**config.mk**
```make
export PLATFORM = sky130hd
export DESIGN_NAME = rom_arbiter_flat
export DESIGN_NICKNAME = d
export VERILOG_FILES = /design/src/rtl/rom_arbiter_if.sv /design/src/rtl/rom_arbiter.sv /design/src/flat_wrapper.sv
export SDC_FILE = /design/constraint.sdc
export NUM_CORES = 1
export LEC_CHECK = 0
export ABC_AREA = 0
export BUFFER_PORTS_ARGS = -buffer_cell sky130_fd_sc_hd__buf_4
export CAP_MARGIN = 10
export CORE_UTILIZATION = 36
export CTS_CLUSTER_DIAMETER = 100
export DETAILED_ROUTE_END_ITERATION = 16
export GPL_TIMING_DRIVEN = 0
export PLACE_DENSITY = 0.75
export SLEW_MARGIN = 5
export SYNTH_ARGS = -nofsm -noshare
export SYNTH_HDL_FRONTEND = slang
export SYNTH_SLANG_ARGS = --single-unit
```
**constraint.sdc**
```tcl
create_clock -name clk -period 1.25 [get_ports clk]
set_input_delay 0 -clock clk [delete_from_list [all_inputs] [get_ports clk]]
set_output_delay 0 -clock clk [all_outputs]
set_load 0.01 [all_outputs]
```
**src/rtl/rom_arbiter_if.sv**
```systemverilog
// Request/ROM/response bundle shared between the ROM arbiter (slave) and its
// requesters plus ROM model (master).
interface rom_arbiter_if #(
  parameter int NREQ  = 3,
  parameter int WIDTH = 8,
  parameter int DEPTH = 256
);
  localparam int ADDRW = $clog2(DEPTH);

  logic [NREQ-1:0]       req_valid;
  logic [NREQ*ADDRW-1:0] req_addr;
  logic [NREQ*8-1:0]     req_len;
  logic [NREQ-1:0]       req_ready;
  logic [ADDRW-1:0]      rom_addr;
  logic [WIDTH-1:0]      rom_data;
  logic [NREQ-1:0]       rsp_valid;
  logic [WIDTH-1:0]      rsp_data;
  logic                  rsp_last;

  modport slave (
    input  req_valid, req_addr, req_len, rom_data,
    output req_ready, rom_addr, rsp_valid, rsp_data, rsp_last
  );

  modport master (
    output req_valid, req_addr, req_len, rom_data,
    input  req_ready, rom_addr, rsp_valid, rsp_data, rsp_last
  );
endinterface

```
**src/rtl/rom_arbiter.sv**
```systemverilog
// Round-robin arbiter sharing one combinational-read ROM among NREQ requesters.
// Define ROM_ARB_BURST_EN to compile in multi-beat bursts (req_len = beats-1).
//
// state | meaning
// IDLE  | grant the next requester round-robin, one single-beat access per cycle
// BURST | streaming incrementing addresses for the granted requester, no grants
module rom_arbiter #(
  parameter int NREQ  = 3,
  parameter int WIDTH = 8,
  parameter int DEPTH = 256
) (
  input logic          clk,
  input logic          rst_n,
  rom_arbiter_if.slave bus
);
  localparam int ADDRW = $clog2(DEPTH);
  localparam int PTRW  = (NREQ > 1) ? $clog2(NREQ) : 1;

`ifdef ROM_ARB_BURST_EN
  typedef enum logic {IDLE = 1'b0, BURST = 1'b1} state_t;
`else
  typedef enum logic {IDLE = 1'b0} state_t;
`endif

  state_t           state_q;
  logic [PTRW-1:0]  ptr_q;
  logic [ADDRW-1:0] rom_addr_q;
  logic [NREQ-1:0]  rsp_valid_q;
  logic [WIDTH-1:0] rsp_data_q;
  logic             rsp_last_q;

  logic [PTRW-1:0]  hi_idx, lo_idx, gnt_idx, ptr_nxt;
  logic             hi_found, lo_found, gnt_found;
  logic             handshake;
  logic [NREQ-1:0]  gnt_oh;
  logic [ADDRW-1:0] gnt_addr, rom_addr_d;

`ifdef ROM_ARB_BURST_EN
  logic [7:0]       burst_cnt_q;
  logic [ADDRW-1:0] burst_addr_q;
  logic [NREQ-1:0]  burst_sel_q;
  logic [7:0]       gnt_len;
`else
  logic             unused_len;
  assign unused_len = ^bus.req_len;
`endif

  function automatic logic [ADDRW-1:0] addr_inc(input logic [ADDRW-1:0] a);
    return (a == ADDRW'(DEPTH - 1)) ? '0 : a + ADDRW'(1);
  endfunction

  // First valid index at or above ptr wins; otherwise wrap to the lowest valid index.
  always_comb begin
    hi_found = 1'b0;
    lo_found = 1'b0;
    hi_idx   = '0;
    lo_idx   = '0;
    for (int i = NREQ - 1; i >= 0; i--) begin
      if (bus.req_valid[i]) begin
        if (i >= int'(ptr_q)) begin
          hi_found = 1'b1;
          hi_idx   = PTRW'(i);
        end else begin
          lo_found = 1'b1;
          lo_idx   = PTRW'(i);
        end
      end
    end
    gnt_found = hi_found | lo_found;
    gnt_idx   = hi_found ? hi_idx : lo_idx;
  end

  always_comb begin
    handshake = rst_n && (state_q == IDLE) && gnt_found;
    gnt_oh    = '0;
    gnt_addr  = '0;
`ifdef ROM_ARB_BURST_EN
    gnt_len   = '0;
`endif
    for (int i = 0; i < NREQ; i++) begin
      if (gnt_idx == PTRW'(i)) begin
        gnt_oh[i] = handshake;
        gnt_addr  = bus.req_addr[i*ADDRW +: ADDRW];
`ifdef ROM_ARB_BURST_EN
        gnt_len   = bus.req_len[i*8 +: 8];
`endif
      end
    end
    ptr_nxt = (gnt_idx == PTRW'(NREQ - 1)) ? '0 : gnt_idx + PTRW'(1);
  end

  // Reset forces the ROM address to zero without waiting for a clock edge.
  always_comb begin
    rom_addr_d = rom_addr_q;
    if (!rst_n)
      rom_addr_d = '0;
    else if (handshake)
      rom_addr_d = gnt_addr;
`ifdef ROM_ARB_BURST_EN
    else if (state_q == BURST)
      rom_addr_d = burst_addr_q;
`endif
  end

  always_ff @(posedge clk or negedge rst_n) begin
    if (!rst_n) begin
      state_q      <= IDLE;
      ptr_q        <= '0;
      rom_addr_q   <= '0;
      rsp_valid_q  <= '0;
      rsp_data_q   <= '0;
      rsp_last_q   <= 1'b0;
`ifdef ROM_ARB_BURST_EN
      burst_cnt_q  <= '0;
      burst_addr_q <= '0;
      burst_sel_q  <= '0;
`endif
    end else begin
      rom_addr_q  <= rom_addr_d;
      rsp_valid_q <= '0;
      rsp_last_q  <= 1'b0;
      case (state_q)
        IDLE: begin
          if (handshake) begin
            rsp_valid_q <= gnt_oh;
            rsp_data_q  <= bus.rom_data;
            rsp_last_q  <= 1'b1;
            ptr_q       <= ptr_nxt;
`ifdef ROM_ARB_BURST_EN
            if (gnt_len != 8'd0) begin
              state_q      <= BURST;
              burst_cnt_q  <= gnt_len;
              burst_sel_q  <= gnt_oh;
              burst_addr_q <= addr_inc(gnt_addr);
              rsp_last_q   <= 1'b0;
            end
`endif
          end
        end
`ifdef ROM_ARB_BURST_EN
        // Down-counter: terminal count of 1 marks the final beat.
        BURST: begin
          rsp_valid_q  <= burst_sel_q;
          rsp_data_q   <= bus.rom_data;
          burst_addr_q <= addr_inc(burst_addr_q);
          burst_cnt_q  <= burst_cnt_q - 8'd1;
          if (burst_cnt_q == 8'd1) begin
            rsp_last_q <= 1'b1;
            state_q    <= IDLE;
          end
        end
`endif
        default: state_q <= IDLE;
      endcase
    end
  end

  assign bus.req_ready = gnt_oh;
  assign bus.rom_addr  = rom_addr_d;
  assign bus.rsp_valid = rsp_valid_q;
  assign bus.rsp_data  = rsp_data_q;
  assign bus.rsp_last  = rsp_last_q;
endmodule

```
**src/flat_wrapper.sv**
```systemverilog
// flat-port wrapper written by rule: the top's interface ports become plain ports
module rom_arbiter_flat 
#(
  parameter int NREQ  = 3,
  parameter int WIDTH = 8,
  parameter int DEPTH = 256
)
  (clk, rst_n, bus_req_valid, bus_req_addr, bus_req_len, bus_rom_data, bus_req_ready, bus_rom_addr, bus_rsp_valid, bus_rsp_data, bus_rsp_last);
  rom_arbiter_if #(.NREQ(NREQ), .WIDTH(WIDTH), .DEPTH(DEPTH)) bus_i ();
  input logic clk;
  input logic rst_n;
  input wire logic [$bits(bus_i.req_valid)-1:0] bus_req_valid;
  input wire logic [$bits(bus_i.req_addr)-1:0] bus_req_addr;
  input wire logic [$bits(bus_i.req_len)-1:0] bus_req_len;
  input wire logic [$bits(bus_i.rom_data)-1:0] bus_rom_data;
  output wire logic [$bits(bus_i.req_ready)-1:0] bus_req_ready;
  output wire logic [$bits(bus_i.rom_addr)-1:0] bus_rom_addr;
  output wire logic [$bits(bus_i.rsp_valid)-1:0] bus_rsp_valid;
  output wire logic [$bits(bus_i.rsp_data)-1:0] bus_rsp_data;
  output wire logic [$bits(bus_i.rsp_last)-1:0] bus_rsp_last;
  assign bus_i.req_valid = bus_req_valid;
  assign bus_i.req_addr = bus_req_addr;
  assign bus_i.req_len = bus_req_len;
  assign bus_i.rom_data = bus_rom_data;
  assign bus_req_ready = bus_i.req_ready;
  assign bus_rom_addr = bus_i.rom_addr;
  assign bus_rsp_valid = bus_i.rsp_valid;
  assign bus_rsp_data = bus_i.rsp_data;
  assign bus_rsp_last = bus_i.rsp_last;
  rom_arbiter #(.NREQ(NREQ), .WIDTH(WIDTH), .DEPTH(DEPTH)) u_core (.clk(clk), .rst_n(rst_n), .bus(bus_i));
endmodule
```
# Yosys cells after proc, flatten, opt, wreduce, memory -nomap -nowiden

Index checks and enable logic that the tools add are counted.

Add/subtract/negate cells: 1
$lt $le $gt $ge: 3
Equality and inequality tests: 2
Multiplexer cells: 36
Bitwise gates (word level): 1
Reduce and logical (&&, ||, !) cells: 2

Operators by type and width:

| operator                                                                           | count |
|---|---|
| 8-bit 2-to-1 mux                                                                   | 5 |
| 2-bit 2-to-1 mux                                                                   | 14 |
| 1-bit 2-to-1 mux                                                                   | 16 |
| 1-bit by 2-bit greater-or-equal comparator with 1-bit output, first input constant | 2 |
| 3-bit 2-to-1 mux                                                                   | 1 |
| 2-bit by 1-bit adder with 2-bit output, second input constant                      | 1 |
| 2-bit by 1-bit equality test with 1-bit output, second input constant              | 1 |
| 2-bit equality test, second input constant                                         | 1 |
| 2-bit greater-or-equal comparator, first input constant                            | 1 |
| 2-bit zero test                                                                    | 1 |
| 1-bit logical AND                                                                  | 1 |
| 1-bit bitwise OR                                                                   | 1 |

Register bits after elaboration: 22
Output and inout port bits: 23
Logic and storage cells: 50

# Longest topological paths before layout

Depth after elaboration: 14
Depth in mapped cells: 6

# Least setup slack after synthesis

OpenSTA, ideal clock, no wires.

Path kind: register to register
From: register u_core.ptr_q[0]
To: register u_core.rom_addr_q[0]
Arrival time: 1388 ps
Path slack: -269 ps
Stages on the path, launching flop included: 6
Path buffers: 1
Cell sequence: dfrtp_1 -> buf_4 -> nor3b_1 -> o31ai_4 -> o221ai_1 -> a31oi_1

Longest elaborated chain between the ends: 14
Elaborated cells between the ends (all ways): 38

Ends and longest elaborated chain:

| what                                                        | RTL line           | source |
|---|---|---|
| start, declared                                             | rom_arbiter.sv:26  | `logic [PTRW-1:0] ptr_q;` |
| start signal, assigned                                      | rom_arbiter.sv:128 | `ptr_q <= ptr_nxt;` |
| 2-bit greater-or-equal comparator                           | rom_arbiter.sv:60  | `if (i >= int'(ptr_q)) begin` |
| 1-bit 2-to-1 mux / 2-bit 2-to-1 mux (equally long branches) | rom_arbiter.sv:60  |  |
| 1-bit 2-to-1 mux / 2-bit 2-to-1 mux (equally long branches) | rom_arbiter.sv:59  | `if (bus.req_valid[i]) begin` |
| 1-bit 2-to-1 mux / 2-bit 2-to-1 mux (equally long branches) | rom_arbiter.sv:60  |  |
| 1-bit 2-to-1 mux / 2-bit 2-to-1 mux (equally long branches) | rom_arbiter.sv:59  |  |
| 1-bit 2-to-1 mux / 2-bit 2-to-1 mux (equally long branches) | rom_arbiter.sv:60  |  |
| 1-bit 2-to-1 mux / 2-bit 2-to-1 mux (equally long branches) | rom_arbiter.sv:59  |  |
| 2-bit 2-to-1 mux                                            | rom_arbiter.sv:70  | `gnt_idx = hi_found ? hi_idx : lo_idx;` |
| 2-bit zero test                                             | rom_arbiter.sv:81  | `if (gnt_idx == PTRW'(i)) begin` |
| 8-bit 2-to-1 mux (3 in a row)                               | rom_arbiter.sv:81  |  |
| 8-bit 2-to-1 mux *                                          | rom_arbiter.sv:97  | `else if (handshake)` |
| 8-bit 2-to-1 mux *                                          | rom_arbiter.sv:95  | `if (!rst_n)` |
| net bus_rom_addr[0]                                         | flat_wrapper.sv:17 | `output wire logic [$bits(bus_i.rom_addr)-1:0] bus_rom_addr;` |
| end signal, assigned                                        | rom_arbiter.sv:119 | `rom_addr_q <= rom_addr_d;` |
| end, declared                                               | rom_arbiter.sv:27  | `logic [ADDRW-1:0] rom_addr_q;` |

Mark *: on every way through the listed nets, which the timed path passes. The rest lies on a longest branch.
A chain may end at the register's enable or synchronous reset.

# Final worst setup path

From: register u_core.ptr_q[0]
To: output port bus_rom_addr[3]

Longest elaborated chain between the ends: 14
Elaborated cells between the ends (all ways): 38

Ends and longest elaborated chain:

| what                                                        | RTL line |
|---|---|
| 2-bit greater-or-equal comparator                           | rom_arbiter.sv:60 |
| 1-bit 2-to-1 mux / 2-bit 2-to-1 mux (equally long branches) | rom_arbiter.sv:60 |
| 1-bit 2-to-1 mux / 2-bit 2-to-1 mux (equally long branches) | rom_arbiter.sv:59 |
| 1-bit 2-to-1 mux / 2-bit 2-to-1 mux (equally long branches) | rom_arbiter.sv:60 |
| 1-bit 2-to-1 mux / 2-bit 2-to-1 mux (equally long branches) | rom_arbiter.sv:59 |
| 1-bit 2-to-1 mux / 2-bit 2-to-1 mux (equally long branches) | rom_arbiter.sv:60 |
| 1-bit 2-to-1 mux / 2-bit 2-to-1 mux (equally long branches) | rom_arbiter.sv:59 |
| 2-bit 2-to-1 mux                                            | rom_arbiter.sv:70 |
| 2-bit zero test                                             | rom_arbiter.sv:81 |
| 8-bit 2-to-1 mux (3 in a row)                               | rom_arbiter.sv:81 |
| 8-bit 2-to-1 mux *                                          | rom_arbiter.sv:97 |
| 8-bit 2-to-1 mux *                                          | rom_arbiter.sv:95 |
| end, declared                                               | flat_wrapper.sv:17 |

Mark *: on every way between the ends. The rest lies on a longest branch, timed or not.

==> reports/qor.yml <==
cts:
  cts_num_sinks: 22
  clk_latency_ps: 310
  path_clk_slew_ps: 120
  cts_max_path_buffers: 2
  h-tree-depth: 1
  cts_buffers: 3
  cts-root-buf: "clkbuf_4"
  cts_tree: "yes"
  hold_buffers: 16
pwr:
  power.density_mw_per_mm2: 1028
  vdd_drop_max_uv: 789.0
  leakagePower_nw: 1.022
drt:
  final_antenna_net_count: 0
  dr.pass1.iters: 5
  num_vias: 1278
  dr.first_iter.drc_count: 66
  wl_per_cell_um: 15.43
  routed_via_density: 5.174
  wirelength_mm: 3.811
  route.detailed.drc: 0
logic_synthesis:
  synth_fp_nets: 170
  synth_edf_count: 0
  synth_area_sq_mm: 0.001187
  synth_seq_cells: 22
  synth.distinct_cells: 33
  async_flop_share_pct: 100.0
  syn_inst: 109
  syn_avg_cell_area_sq_um: 10.89
  synthFlopType: "dfrtp_1"
  ys_seq_area_share_pct: 46.36
  synth_warnings: 0
place:
  port-buffer-count: 59
  dpl_cell_area_sq_mm: 0.001725
  finalWeightedCongestion: 0.8350
  hpwl_mm: 2.438
worst_setup_path:
  cp_top_family: "compound AO/OA/AOI/OAI gates"
  worstSetupPathType: "register to primary output"
  slowest_stage: "dfrtp_1"
  cpPeakStageDelay_ps: 390
  cp.required_ps: 1250
  crit_fanout: 6
  crit_top_cell: "buf_6"
  cp-end-kind: "primary output"
  start_kind: "register"
  path_cells: "buf_6 > nor3b_4 > o31ai_4 > buf_6 > o221ai_1 > a31oi_2 > buf_4"
  arrival_ps: 1840
  path_buf_inv: 3
sta:
  final_hold_viol_count: 22
  max_slew_margin_pct: 69.32
  finalCritPeriodShare_pct: 147.3
  setup_ws_ps: -591.6
  whs_ps: -419.6
  maxSlewViolCount: 0
  tns_ps: -8331
  clock_skew_ps: 6.685
  fin_crit_ps: 1842
  rsz0062_at_grt: "yes"
  fmax_ghz: 0.5430
  tightestPinTransition_ps: 460.2
  setup_viol: 22
cells_and_area:
  nFillCells: 230
  regArea_sq_um: 550.5
  multiInputGateArea_sq_um: 714.4
  layout_commonest_cell: "buf_4"
  final_area_sq_mm: 0.002212
  area_growth_pct: 86.30
  final_cell_mix: "buf_4 (62), dfrtp_1 (22), buf_6 (18), dlygate4sd3_1 (16)"
  diodes: 0
  fin_nets: 265
  drive_above_1_share_pct: 58.13
floorplanning:
  ios: 84
  die_w_um: 59.43
  die_height_um: 59.43
  start_util_pct: 38.27
  die_area_sq_mm: 0.003532
  rows: 20
  core_sq_mm: 0.003103
grt:
  grt_pass1_wl_mm: 6.085
  grt.busiest_layer: "met2"
  grt-ovfl-total: 0
  use_met2_pct: 43.98
  grt_pass1_vias: 1350
  met1_usage_pct: 25.52
  grt_usage_pct: 23.39
  antenna_found_initial: 0
  use_met3_pct: 5.677
  grt_max_degree: 28
run:
  drv_cap: 0
status:
  status: "complete, but fails checks"
  violations: "negative hold slack, negative setup slack"
worst_hold_path:
  hold_class: "input pin to async pin"
area by class of cell:
class / count / area share (%)
buffer: 8 / 3.111
sequential: 22 / 24.89
tap: 44 / 2.489
inverter: 5 / 0.8484
clock buffer: 4 / 1.640
multi-input combinational: 74 / 32.30
timing repair buffer: 90 / 34.73
state kept, by name (all words and copies together), names as in the netlist:
name                  count
u_core.bus.rsp_data       8
u_core.rom_addr_q         8
u_core.bus.rsp_last       1
u_core.ptr_q              2
u_core.bus.rsp_valid      3
power breakdown:
part	internal, W	switching [W]
Combinational	0.000578	0.000470
Clock	0.000178	0.000206
Sequential	0.000799	0.0000423
metrics by stage:
step | setup WS (ps) | util [%] | cells | total power, W
after floorplan | -188.4 | - | 109 | 0.001259
after global placement | -332.4 | 55.60 | 212 | 0.001548
after detailed placement | -404.5 | 55.60 | 212 | 0.001573
after CTS | -588.5 | 70.48 | 246 | 0.002253
after global routing | -648.1 | 71.29 | 247 | 0.002386
final | -591.6 | 71.29 | 247 | 0.002274
final timing paths:
check                                        from                 endpoint  slack (ps)  cells after the start
min reg2reg                u_core.bus.rsp_data[2]   u_core.bus.rsp_data[2]         510                      1
min                                         rst_n  u_core.bus.rsp_valid[2]        -420                      1
max reg2reg                       u_core.ptr_q[0]          u_core.ptr_q[1]        -400                      8
max in group asynchronous                   rst_n     u_core.rom_addr_q[5]        1410                      1
min in group clk                 bus_req_addr[17]     u_core.rom_addr_q[1]          60                      3
max                               u_core.ptr_q[0]          bus_rom_addr[3]        -590                      7
cell families after synthesis:
group	Yosys count	synth area share, %
muxes	8	7.586
and+or+nand+nor	27	11.59
buffers and inverters	13	6.533
AOI/OAI and AO/OA	38	27.19
xor gates and xnor gates	1	0.7378
DFF	22	46.36
routing by layer:
layer | vias to the layer above | share of wire, %
met3 | 8 | 6.7
li1 | 598 | -
met1 | 614 | 38
met4 | 0 | 2.1
met5 | - | 0
met2 | 58 | 53
cell usage after synthesis, drive strengths merged, types with 2 or more instances:
cell	count	area share (%)
a21oi	2	0.84
a22oi	4	2.5
a31oi	7	3.7
buf	7	4.6
dfrtp	22	46
inv	5	1.6
mux2	8	7.6
nand2	9	3.5
nand2b	2	1.1
nand3	2	0.84
nor2	7	2.4
nor2b	2	1.1
nor3b	2	1.3
o211ai	5	4.7
o21ai	6	2.5
o221a	7	6.6
o221ai	3	2.2
timing repair:
item / CTS / global route
pin swaps: 13 / 2
endpoints found under the setup margin: 22 / 23
buffers inserted: 16 / 2
hold endpoints to repair: 35 / 22
gates resized for setup: 35 / 6
(Power assumes the default switching activity.)
